File: src/rtl/dm_pkg.sv
// dm_pkg: DataMover S2MM command/status field layout, typedefs and FSM states.
package dm_pkg;
   localparam int BTT_LSB   = 0;
   localparam int BTT_W     = 23;
   localparam int TYPE_BIT  = 23;
   localparam int DSA_LSB   = 24;
   localparam int DSA_W     = 6;
   localparam int EOF_BIT   = 30;
   localparam int DRR_BIT   = 31;
   localparam int SADDR_LSB = 32;
   localparam int ADDR_W    = 32;
   localparam int TAG_LSB   = 64;
   localparam int TAG_W     = 4;
   localparam int RSVD_LSB  = 68;
   localparam int RSVD_W    = 4;
   localparam int CMD_W     = 72;
   localparam int STS_W     = 8;
   localparam int STS_OKAY   = 7;
   localparam int STS_SLVERR = 6;
   localparam int STS_DECERR = 5;
   localparam int STS_INTERR = 4;

   typedef struct packed {
      logic [RSVD_W-1:0] rsvd;
      logic [TAG_W-1:0]  tag;
      logic [ADDR_W-1:0] saddr;
      logic              drr;
      logic              eof;
      logic [DSA_W-1:0]  dsa;
      logic              typ;
      logic [BTT_W-1:0]  btt;
   } dm_cmd_t;

   typedef struct packed {
      logic             okay;
      logic             slverr;
      logic             decerr;
      logic             interr;
      logic [TAG_W-1:0] tag;
   } dm_sts_t;

   typedef enum logic [1:0] {ST_IDLE, ST_ISSUE, ST_DRAIN} dm_state_e;
endpackage

File: src/rtl/dm_s2mm_cmd_gen.sv
// dm_s2mm_cmd_gen: splits a transfer request into DataMover S2MM commands and tracks their status.
// Define DM_CMD_TAG_CHECK_EN to flag statuses whose tag differs from the expected issue order.
module dm_s2mm_cmd_gen
   import dm_pkg::*;
#(
   parameter int BTT_MAX         = 4096,
   parameter int MAX_OUTSTANDING = 4
) (
   input  logic              m_axis_s2mm_cmdsts_awclk,
   input  logic              m_axis_s2mm_cmdsts_areset,
   input  logic              req_valid,
   output logic              req_ready,
   input  logic [31:0]       req_addr,
   input  logic [31:0]       req_len,
   output logic              m_axis_s2mm_cmd_tvalid,
   input  logic              m_axis_s2mm_cmd_tready,
   output logic [CMD_W-1:0]  m_axis_s2mm_cmd_tdata,
   input  logic              s_axis_s2mm_sts_tvalid,
   output logic              s_axis_s2mm_sts_tready,
   input  logic [STS_W-1:0]  s_axis_s2mm_sts_tdata,
   input  logic              s_axis_s2mm_sts_tkeep,
   input  logic              s_axis_s2mm_sts_tlast,
   output logic              busy,
   output logic              done,
   output logic              err,
   output logic [STS_W-1:0]  err_sts
);
   localparam logic [31:0]      BTT_MAX_W = 32'(BTT_MAX);
   localparam logic [TAG_W-1:0] OUT_MAX   = TAG_W'(MAX_OUTSTANDING);

   dm_state_e        state_q, state_d;
   logic [31:0]      cur_addr_q, cur_addr_d, remaining_q, remaining_d;
   logic [TAG_W-1:0] tag_q, tag_d, exp_tag_q, exp_tag_d, outs_q, outs_d;
   logic             err_q, err_d, done_q, done_d, cmd_vld_q, cmd_vld_d;
   logic [STS_W-1:0] err_sts_q, err_sts_d;
   dm_cmd_t          cmd_q, cmd_d, nxt;
   dm_sts_t          sts;
   logic             accept, hs, sts_acc, sts_bad, tag_bad, err_keep, load;
   logic [BTT_W-1:0] btt_nxt;

   assign sts                    = s_axis_s2mm_sts_tdata;
   assign req_ready              = state_q == ST_IDLE;
   assign s_axis_s2mm_sts_tready = !m_axis_s2mm_cmdsts_areset;
   assign accept                 = req_valid && req_ready;
   assign hs                     = cmd_vld_q && m_axis_s2mm_cmd_tready;
   assign sts_acc                = s_axis_s2mm_sts_tvalid && s_axis_s2mm_sts_tready;

`ifdef DM_CMD_TAG_CHECK_EN
   assign tag_bad = sts.tag != exp_tag_q;
   logic unused_sts;
   assign unused_sts = ^{s_axis_s2mm_sts_tkeep, s_axis_s2mm_sts_tlast};
`else
   assign tag_bad = 1'b0;
   logic unused_sts;
   assign unused_sts = ^{s_axis_s2mm_sts_tkeep, s_axis_s2mm_sts_tlast, sts.tag};
`endif

   // A status with nothing outstanding is treated as a failure rather than an underflow.
   assign sts_bad = sts_acc && (!sts[STS_OKAY] || sts[STS_SLVERR] || sts[STS_DECERR] ||
                                sts[STS_INTERR] || outs_q == '0 || tag_bad);

   always_comb begin
      cur_addr_d  = accept ? req_addr : hs ? cur_addr_q + 32'(cmd_q.btt) : cur_addr_q;
      remaining_d = accept ? req_len : hs ? remaining_q - 32'(cmd_q.btt) : remaining_q;
      tag_d       = tag_q + TAG_W'(hs);
      exp_tag_d   = exp_tag_q + TAG_W'(sts_acc);
      outs_d      = outs_q + TAG_W'(hs) - TAG_W'(sts_acc && outs_q != '0);
      err_keep    = err_q && !accept;
      err_d       = err_keep || sts_bad;
      err_sts_d   = (sts_bad && !err_keep) ? s_axis_s2mm_sts_tdata : accept ? '0 : err_sts_q;
      state_d     = (state_q == ST_IDLE)  ? ((accept && req_len != '0) ? ST_ISSUE : ST_IDLE) :
                    (state_q == ST_ISSUE) ? ((err_d || (hs && remaining_d == '0)) ? ST_DRAIN : ST_ISSUE) :
                    (outs_q == '0 ? ST_IDLE : ST_DRAIN);
      done_d      = (state_q == ST_IDLE && accept && req_len == '0) ||
                    (state_q == ST_DRAIN && outs_q == '0);
      btt_nxt     = (remaining_d > BTT_MAX_W) ? BTT_MAX_W[BTT_W-1:0] : remaining_d[BTT_W-1:0];
      nxt[RSVD_LSB +: RSVD_W]  = '0;
      nxt[TAG_LSB +: TAG_W]    = tag_d;
      nxt[SADDR_LSB +: ADDR_W] = cur_addr_d;
      nxt[DRR_BIT]             = 1'b0;
      nxt[EOF_BIT]             = remaining_d <= BTT_MAX_W;
      nxt[DSA_LSB +: DSA_W]    = '0;
      nxt[TYPE_BIT]            = 1'b1;
      nxt[BTT_LSB +: BTT_W]    = btt_nxt;
      // The command register is refilled in the same cycle it is consumed, so the next
      // command is built from post-handshake address, length, tag and outstanding count.
      load      = state_d == ST_ISSUE && !err_d && remaining_d != '0 && outs_d < OUT_MAX &&
                  (!cmd_vld_q || hs);
      cmd_vld_d = load || (cmd_vld_q && !hs && !err_d);
      cmd_d     = load ? nxt : cmd_q;
   end

   always_ff @(posedge m_axis_s2mm_cmdsts_awclk) begin
      if (m_axis_s2mm_cmdsts_areset) begin
         state_q     <= ST_IDLE;
         cur_addr_q  <= '0;
         remaining_q <= '0;
         tag_q       <= '0;
         exp_tag_q   <= '0;
         outs_q      <= '0;
         err_q       <= 1'b0;
         err_sts_q   <= '0;
         done_q      <= 1'b0;
         cmd_vld_q   <= 1'b0;
         cmd_q       <= '0;
      end else begin
         state_q     <= state_d;
         cur_addr_q  <= cur_addr_d;
         remaining_q <= remaining_d;
         tag_q       <= tag_d;
         exp_tag_q   <= exp_tag_d;
         outs_q      <= outs_d;
         err_q       <= err_d;
         err_sts_q   <= err_sts_d;
         done_q      <= done_d;
         cmd_vld_q   <= cmd_vld_d;
         cmd_q       <= cmd_d;
      end
   end

   assign m_axis_s2mm_cmd_tvalid = cmd_vld_q;
   assign m_axis_s2mm_cmd_tdata  = cmd_q;
   assign busy                   = state_q != ST_IDLE;
   assign done                   = done_q;
   assign err                    = err_q;
   assign err_sts                = err_sts_q;
endmodule

File: config.mk
export PLATFORM = sky130hd
export DESIGN_NAME = dm_s2mm_cmd_gen
export DESIGN_NICKNAME = d
export VERILOG_FILES = /design/src/rtl/dm_pkg.sv /design/src/rtl/dm_s2mm_cmd_gen.sv
export SDC_FILE = /design/constraint.sdc
export NUM_CORES = 1
export LEC_CHECK = 0
export BUFFER_PORTS_ARGS = -buffer_cell sky130_fd_sc_hd__buf_2
export CAP_MARGIN = 10
export CORE_ASPECT_RATIO = 0.5
export CORE_MARGIN = 3
export CORE_UTILIZATION = 40
export DETAILED_ROUTE_END_ITERATION = 8
export SYNTH_ARGS = -nofsm -noshare
export SYNTH_HDL_FRONTEND = slang
export SYNTH_SLANG_ARGS = --single-unit
File: constraint.sdc
create_clock -name m_axis_s2mm_cmdsts_awclk -period 7.59 [get_ports m_axis_s2mm_cmdsts_awclk]
set_input_delay 0.3795 -clock m_axis_s2mm_cmdsts_awclk [delete_from_list [all_inputs] [get_ports m_axis_s2mm_cmdsts_awclk]]
set_output_delay 0.3795 -clock m_axis_s2mm_cmdsts_awclk [all_outputs]
set_load 0.01 [all_outputs]
==> reports/results.txt, run 1 <==
io pins - 165
initial antenna violation count - 0
critical-path maximum fanout - 35
Peak VDD IR - 152 µV
CP max-delay cell - or4_4
CP Cell Sequence - ha_1 > fa_1 > nor2b_1 > o31a_1 > o21ai_1 > o31ai_2 > xor2_1 > o221ai_1 > o2111ai_1 > or4_4 > nor3_4 > a21bo_1 > buf_4 > mux2_2
GRT Util Overall - 23.8%
clock skew - 0.00838 ns
Mean Syn Cell Area - 8.08 µm²
Worst EP arrival - 5.12 ns
synthesized flop and latch total - 146
final hold slack - 0.183 ns
Slew Viols, Final - 0
Final #Nets - 1371
area leader, netlist - dfxtp_1
Critical Path End Type - flop
H-Tree Depth - 4
post-CTS resize count - 0
area of the multi-input gates - 5620 µm²
CTS tree - done
total number of vias - 8799
met2 Use GR - 35.6%
M3 GR Usage - 3.76%
num rows - 38
core area - 22000 µm²
# diodes - 0
CP Launch Type - flop
Die H - 112 µm
clk sinks - 146
Setup-failing EPs final - 0
setup bufs post-CTS - 0
crit path launch - m_axis_s2mm_cmd_tdata[0]$_SDFFE_PP0P_
Net Sw Frac - 38.8%
mapped cell area - 9050 µm²
pwr dens - 289 nW/µm²
M1 GR Usage - 35.3%
Least-Margin Pin Slew - 1.17 ns
clock group share of total power - 29.1%
Max Cap Viol - 0
register area - 2920 µm²
total gr overflow - 0
setup TNS - 0 ns
largest net degree at the start of global routing - 105
worst path required time - 7.91 ns
crit path kind - reg -> reg
Max Fclk - 209 MHz
Tot Pwr - 3.05 mW
status - completed
Initial DRC Count - 788
HP Class - in -> reg
NetSw - 1.18 mW
Post-synth top flop - dfxtp_1
CTS Buf Count - 17
clock-pin slew on the worst setup and hold paths - 0.07 ns
Yosys cell types - 79
first-pass GRT wire length - 46000 µm
Synth Instances - 1121
vias in the first global route - 8301
Cell Int Power - 1.87 mW
most frequent cell after synthesis - dfxtp_1
sequential group share of total power - 31.4%
Comb pwr share - 39.5%
min-delay src - s_axis_s2mm_sts_tdata[1]
share of post-route cells with drive strength above 1 - 17.5%
gpl congestion - 0.978
DRT antenna net count - 0
Period minus WS final - 4.79 ns
drt pass-1 iters - 6
sequential element share of the synthesized area - 32.3%
Slew HR - 22.0%
Area Growth Syn to Fin - 16.5%
Initial Utilization - 41.2%
DIE WIDTH - 219 µm
CTS max path bufs - 2
fillcell total - 2186
DRT Wirelength - 29400 µm
Reg2Reg Setup Slack - 2.80 ns
Via density - 5.68
crit-path max cell delay - 0.55 ns
YS warnings - 0
worst skew pair latency - 0.43 ns
Synth async-reset ratio - 0%
drc violations - 0
CTS root buffer - clkbuf_16
Area contributors post-synth - dfxtp_1, ha_1, nor2_1
Reg-to-Reg Start - m_axis_s2mm_cmd_tdata[0]$_SDFFE_PP0P_
fin crit share - 63.1%
Synth top area share - 32.3%
Port Buffers - 151
dpl hpwl - 21700 µm
Final Hold Viols - 0
CTS Hold Bufs - 0
routed length per instance - 19.0 µm
Post-synth top cells - dfxtp_1, nor2_1, nand2_1
layer with the highest usage - met2
die area - 24600 µm²
RSZ-0062 raised after global routing - false
leak pwr - 4.63 nW
Post-synth EDFFs - 0
cell usage in the layout, fill, tap and decap left out, drive strengths merged, types with 6 or more instances in the layout:
master	instances
buf	160
dfxtp	146
nor2	107
nand2	104
a21oi	78
inv	57
o21ai	54
ha	53
nor2b	44
nand3	37
nor3	36
mux2	35
xnor2	24
a211oi	19
xor2	18
clkbuf	17
and3	16
nand4	16
a21o	15
o32ai	14
o21a	13
o211ai	13
a311oi	13
or3	12
a31oi	11
nor4	11
conb	11
and2	10
nand2b	7
o31ai	7
clkinv	6
final timing paths:
kind | endpoint | depth (start not counted)
worst max-delay path | m_axis_s2mm_cmd_tdata[34]$_SDFFE_PP0P_ | 14
worst min-delay path | err_sts[1]$_SDFFE_PP0P_ | 3
worst max register to register | m_axis_s2mm_cmd_tdata[34]$_SDFFE_PP0P_ | 14
worst min register to register | m_axis_s2mm_cmd_tdata[60]$_SDFFE_PP0P_ | 2
sequential cells by signal, summed over array words and instances (netlist names):
| signal | cells |
|---|---|
| tag_q | 4 |
| done | 1 |
| m_axis_s2mm_cmd_tdata | 61 |
| state_q | 2 |
| m_axis_s2mm_cmd_tvalid | 1 |
| cur_addr_q | 32 |
| remaining_q | 32 |
| err | 1 |
| outs_q | 4 |
| err_sts | 8 |
layout make-up:
cell class | instances | share of cell area [%]
multi-input combinational | 858 | 53.3
timing repair buffer | 160 | 7.83
clock inverter | 14 | 1.70
sequential | 146 | 27.7
tap | 300 | 3.56
clock buffer | 17 | 4.03
inverter | 53 | 1.89
power groups by stage:
stage	clock network (mW)	logic [mW]	registers, mW
final	0.888	1.21	0.959
after floorplan	0	0.862	0.982
after detailed placement	0	1.18	0.973
after global routing	0.936	1.33	0.973
after global placement	0	1.17	0.969
after CTS	0.896	1.19	0.958
routing by layer:
layer,wire [µm],share of wire (%),vias up
met5,0,0,-
met4,528,1.8,0
met3,1790,6.1,36
met2,12700,43,310
met1,14400,49,4211
li1,-,-,4242
stage by stage:
| stage | area, µm² | instances | utilization [%] | setup slack (ns) |
|---|---|---|---|---|
| 2_1_floorplan | 9090 | 1131 | - | 3.74 |
| 3_3_place_gp | 9940 | 1517 | 45.3 | 2.94 |
| 3_5_place_dp | 9940 | 1517 | 45.3 | 2.94 |
| 4_1_cts | 10500 | 1548 | 48.0 | 2.88 |
| 5_1_grt | 10500 | 1548 | 48.0 | 2.58 |
| 6_report | 10500 | 1548 | 48.0 | 2.80 |
cell families after synthesis:
family	after synthesis	share of synthesized area [%]
AO/OA/AOI/OAI	288	21.7
flip-flops	146	32.3
buffers and inverters	127	6.15
XOR/XNOR	42	4.06
adder cells (fa/ha/maj)	56	7.99
multiplexers	40	4.91
other	1	0.0414
AND/OR/NAND/NOR	421	22.9
worst max-delay path, delay by kind of cell (launching register included):
family | cells | cell delay, ns
AO/OA/AOI/OAI | 6 | 1.47
AND/OR/NAND/NOR | 3 | 1.21
flip-flops | 1 | 0.36
multiplexers | 1 | 0.40
buffers and inverters | 1 | 0.44
XOR/XNOR | 1 | 0.12
adder cells (fa/ha/maj) | 2 | 0.65
Note: power is estimated with default switching activity, not from simulation.
==> run 2, diff against run 1 <==
Settings changed: ABC_AREA set to 1.
Clock period 7.59 ns to 3.9 ns, I/O delays scaled along.
==> run 2 against run 1 <==
Flip-flop and latch count is the same; register-to-register slack got worse by 2.4 ns; global-route usage is 0.82 points lower; non-clock buffer count is 21 higher; clock power increased by 93%; routed wire length grew 6.7%; core utilization is 0.59 points higher; design area rose by 13%; hold slack got worse by 0.16 ns; critical path type unchanged; critical endpoint is now m_axis_s2mm_cmd_tdata[61]$_SDFFE_PP0P_; largest cell class unchanged; highest routed layer unchanged.
==> reports/results.txt, run 2 <==
sequential element share of the synthesized area - 28.8% (-3.5 points)
most frequent cell after synthesis - nand2_1
Slew Viols, Final - 0 (unchanged)
io pins - 165 (unchanged)
Yosys cell types - 49 (-38%)
largest net degree at the start of global routing - 91 (-13%)
Worst path top cell family by delay - simple AND/OR/NAND/NOR gates
crit-path max cell delay - 0.39 ns (-0.16 ns)
crit path launch - outs_q[2]$_SDFF_PP0_
first-pass GRT wire length - 50100 µm (+8.9%)
Post-synth EDFFs - 0 (unchanged)
initial antenna violation count - 0 (unchanged)
Setup-failing EPs final - 0 (unchanged)
CTS root buffer - clkbuf_16
Slew HR - 30.9% (+9.0 points)
Period minus WS final - 3.55 ns (-1.25 ns)
share of post-route cells with drive strength above 1 - 14.3% (-3.1 points)
setup TNS - 0 ns (unchanged)
die area - 27400 µm² (+12%)
Post-synth top cells - nand2_1, inv_1, nor2_1
final hold slack - 0.0190 ns (-0.164 ns)
post-layout util - 48.6% (+0.59 points)
CP max-delay cell - a21oi_4
num rows - 40 (+5.3%)
Peak VDD IR - 311 µV (+110%)
DRT antenna net count - 0 (unchanged)
clk sinks - 146 (unchanged)
CP Launch Type - flop
total number of vias - 10400 (+18%)
total gr overflow - 0 (unchanged)
Area contributors post-synth - dfxtp_1, nand2_1, inv_1
worst skew pair latency - 0.44 ns (about the same)
Initial Utilization - 41.5% (+0.28 points)
Design Area, Final - 11900 µm² (+13%)
Max Cap Viol - 0 (unchanged)
Final Hold Viols - 0 (unchanged)
Critical Path End Type - flop
Mean Syn Cell Area - 6.11 µm² (-24%)
mapped cell area - 10200 µm² (+12%)
min-delay src - s_axis_s2mm_sts_tdata[1]
status - completed
H-Tree Depth - 4 (unchanged)
GRT Util Overall - 23.0% (-0.82 points)
core area - 24500 µm² (+11%)
Area after DPL - 11200 µm² (+13%)
crit path kind - reg -> reg
Synth top area share - 28.8% (-3.5 points)
CTS tree - done
CP Cell Sequence - inv_1 > ha_1 > nand2_1 > nor2_1 > nor3_1 > ha_1 > inv_1 > ha_1 > inv_1 > fa_1 > xor2_1 > nor4b_1 > nand2_1 > a21oi_4 > buf_4 > nand3_1 > nand2_1
commonest cells after routing, fill and taps aside - nand2_1, inv_1, nor2_1, buf_2, dfxtp_1
Die H - 119 µm (+5.6%)
critical-path maximum fanout - 15 (-57%)
drt pass-1 iters - 5 (-1)
pwr dens - 734 nW/µm² (+150%)
DIE WIDTH - 231 µm (+5.7%)
max reg flops - 61 (unchanged)
Via density - 4.82 (-15%)
Post-synth top flop - dfxtp_1
worst path required time - 4.28 ns (-3.63 ns)
Least-Margin Pin Slew - 1.04 ns (-0.134 ns)
routed length per instance - 14.6 µm (-23%)
fin crit share - 90.9% (+28 points)
YS warnings - 0 (unchanged)
drc violations - 0 (unchanged)
vias in the first global route - 9388 (+13%)
Synth Instances - 1663 (+48%)
clock-pin slew on the worst setup and hold paths - 0.07 ns (about the same)
Synth async-reset ratio - 0% (unchanged)
synthesized flop and latch total - 146 (unchanged)
dpl hpwl - 24500 µm (+13%)
CTS max path bufs - 2 (unchanged)
CTS Buf Count - 17 (unchanged)
DRT Wirelength - 31400 µm (+6.7%)
# diodes - 0 (unchanged)
most common cell after layout, fill and taps aside - nand2_1
Reg-to-Reg Start - outs_q[2]$_SDFF_PP0_
RSZ-0062 raised after global routing - true
Buf/Inv on CP - 4 (+3)
Initial DRC Count - 716 (-9.1%)
leak pwr - 6.31 nW (+36%)
area leader, netlist - dfxtp_1
gpl congestion - 0.863 (-12%)
clock skew - 0.0106 ns (+0.00223 ns)
Worst EP arrival - 3.93 ns (-1.19 ns)
HP Class - in -> reg
Port Buffers - 151 (unchanged)
Area Growth Syn to Fin - 17.2%
Final #Nets - 1942 (+42%)
Max Fclk - 282 MHz (+35%)
-- run 2: cell types whose count changed after synthesis, moves of 18 or more --
| cell | change |
|---|---|
| nand2_1 | +387 |
| inv_1 | +194 |
| nor2_1 | +90 |
| nand3_1 | +84 |
| nor2b_1 | -44 |
| mux2_1 | -29 |
| a21oi_1 | +27 |
| a211oi_1 | -18 |
-- run 2: worst paths after layout --
path	to	slack (ns)	cells after the start
setup / recovery	m_axis_s2mm_cmd_tdata[61]$_SDFFE_PP0P_	0.35	17
hold / removal	err_sts[1]$_SDFFE_PP0P_	0.02	3
setup reg to reg	m_axis_s2mm_cmd_tdata[61]$_SDFFE_PP0P_	0.35	17
hold reg to reg	err_sts[1]$_SDFFE_PP0P_	0.46	2
-- run 2: per-layer routing --
metal  track usage, %  share of wire [%]  vias to the layer above  routed length [µm]
met1             35.0                 53                     4591               16800
met4             4.56               0.97                        0                 306
met5                0                  0                        -                   0
met2             33.3                 41                      237               12700
li1                 -                  -                     5537                   -
met3             4.38                5.1                       21                1590
-- run 2: power breakdown --
group / switching (mW) / total, mW / internal [mW] / leakage, nW
Clock: 0.694 / 1.71 / 1.01 / 0.299
Sequential: 0.283 / 2.18 / 1.90 / 1.20
Combinational: 3.15 / 4.84 / 1.70 / 4.82
-- run 2: cells by family after synthesis --
group | count (synthesis) | share of synthesized area, %
and+or+nand+nor | 916 | 38.2
buffers and inverters | 316 | 12.8
AOI/OAI and AO/OA | 206 | 11.2
DFF | 146 | 28.8
adders and majority gates | 56 | 7.12
xor gates and xnor gates | 22 | 1.90
other | 1 | 0.0369
-- run 2: per-stage QoR --
stage | worst slack (ns) | instances | power (mW)
4_1_cts | 0.203 | 2156 | 8.72
6_report | 0.353 | 2156 | 8.73
3_5_place_dp | 0.240 | 2122 | 6.99
3_3_place_gp | 0.229 | 2122 | 6.96
2_1_floorplan | 0.877 | 1673 | 5.63
5_1_grt | -0.0116 | 2156 | 9.58
-- run 2: area by class of cell --
class / count / area, µm²
multi-input cells: 1211 / 5990
inverters: 250 / 938
clock inverters: 11 / 126
well taps: 336 / 420
clock buffers: 21 / 480
flip-flops and latches: 146 / 2930
fillers: 2641 / 12600
repair buffers: 181 / 1010
-- run 2: tightest hold or removal path, cell delays in order --
cell and delay (ns):
buf_2 0.10, nand2_1 0.06, a21oi_1 0.06
-- run 2: what timing repair did --
item                                   4_1_cts  5_1_grt
hold buffers                                 2        0
setup buffers                                0        0
endpoints found under the hold margin        2        0
gates resized for setup                      0        9
setup endpoints to repair                    0       41
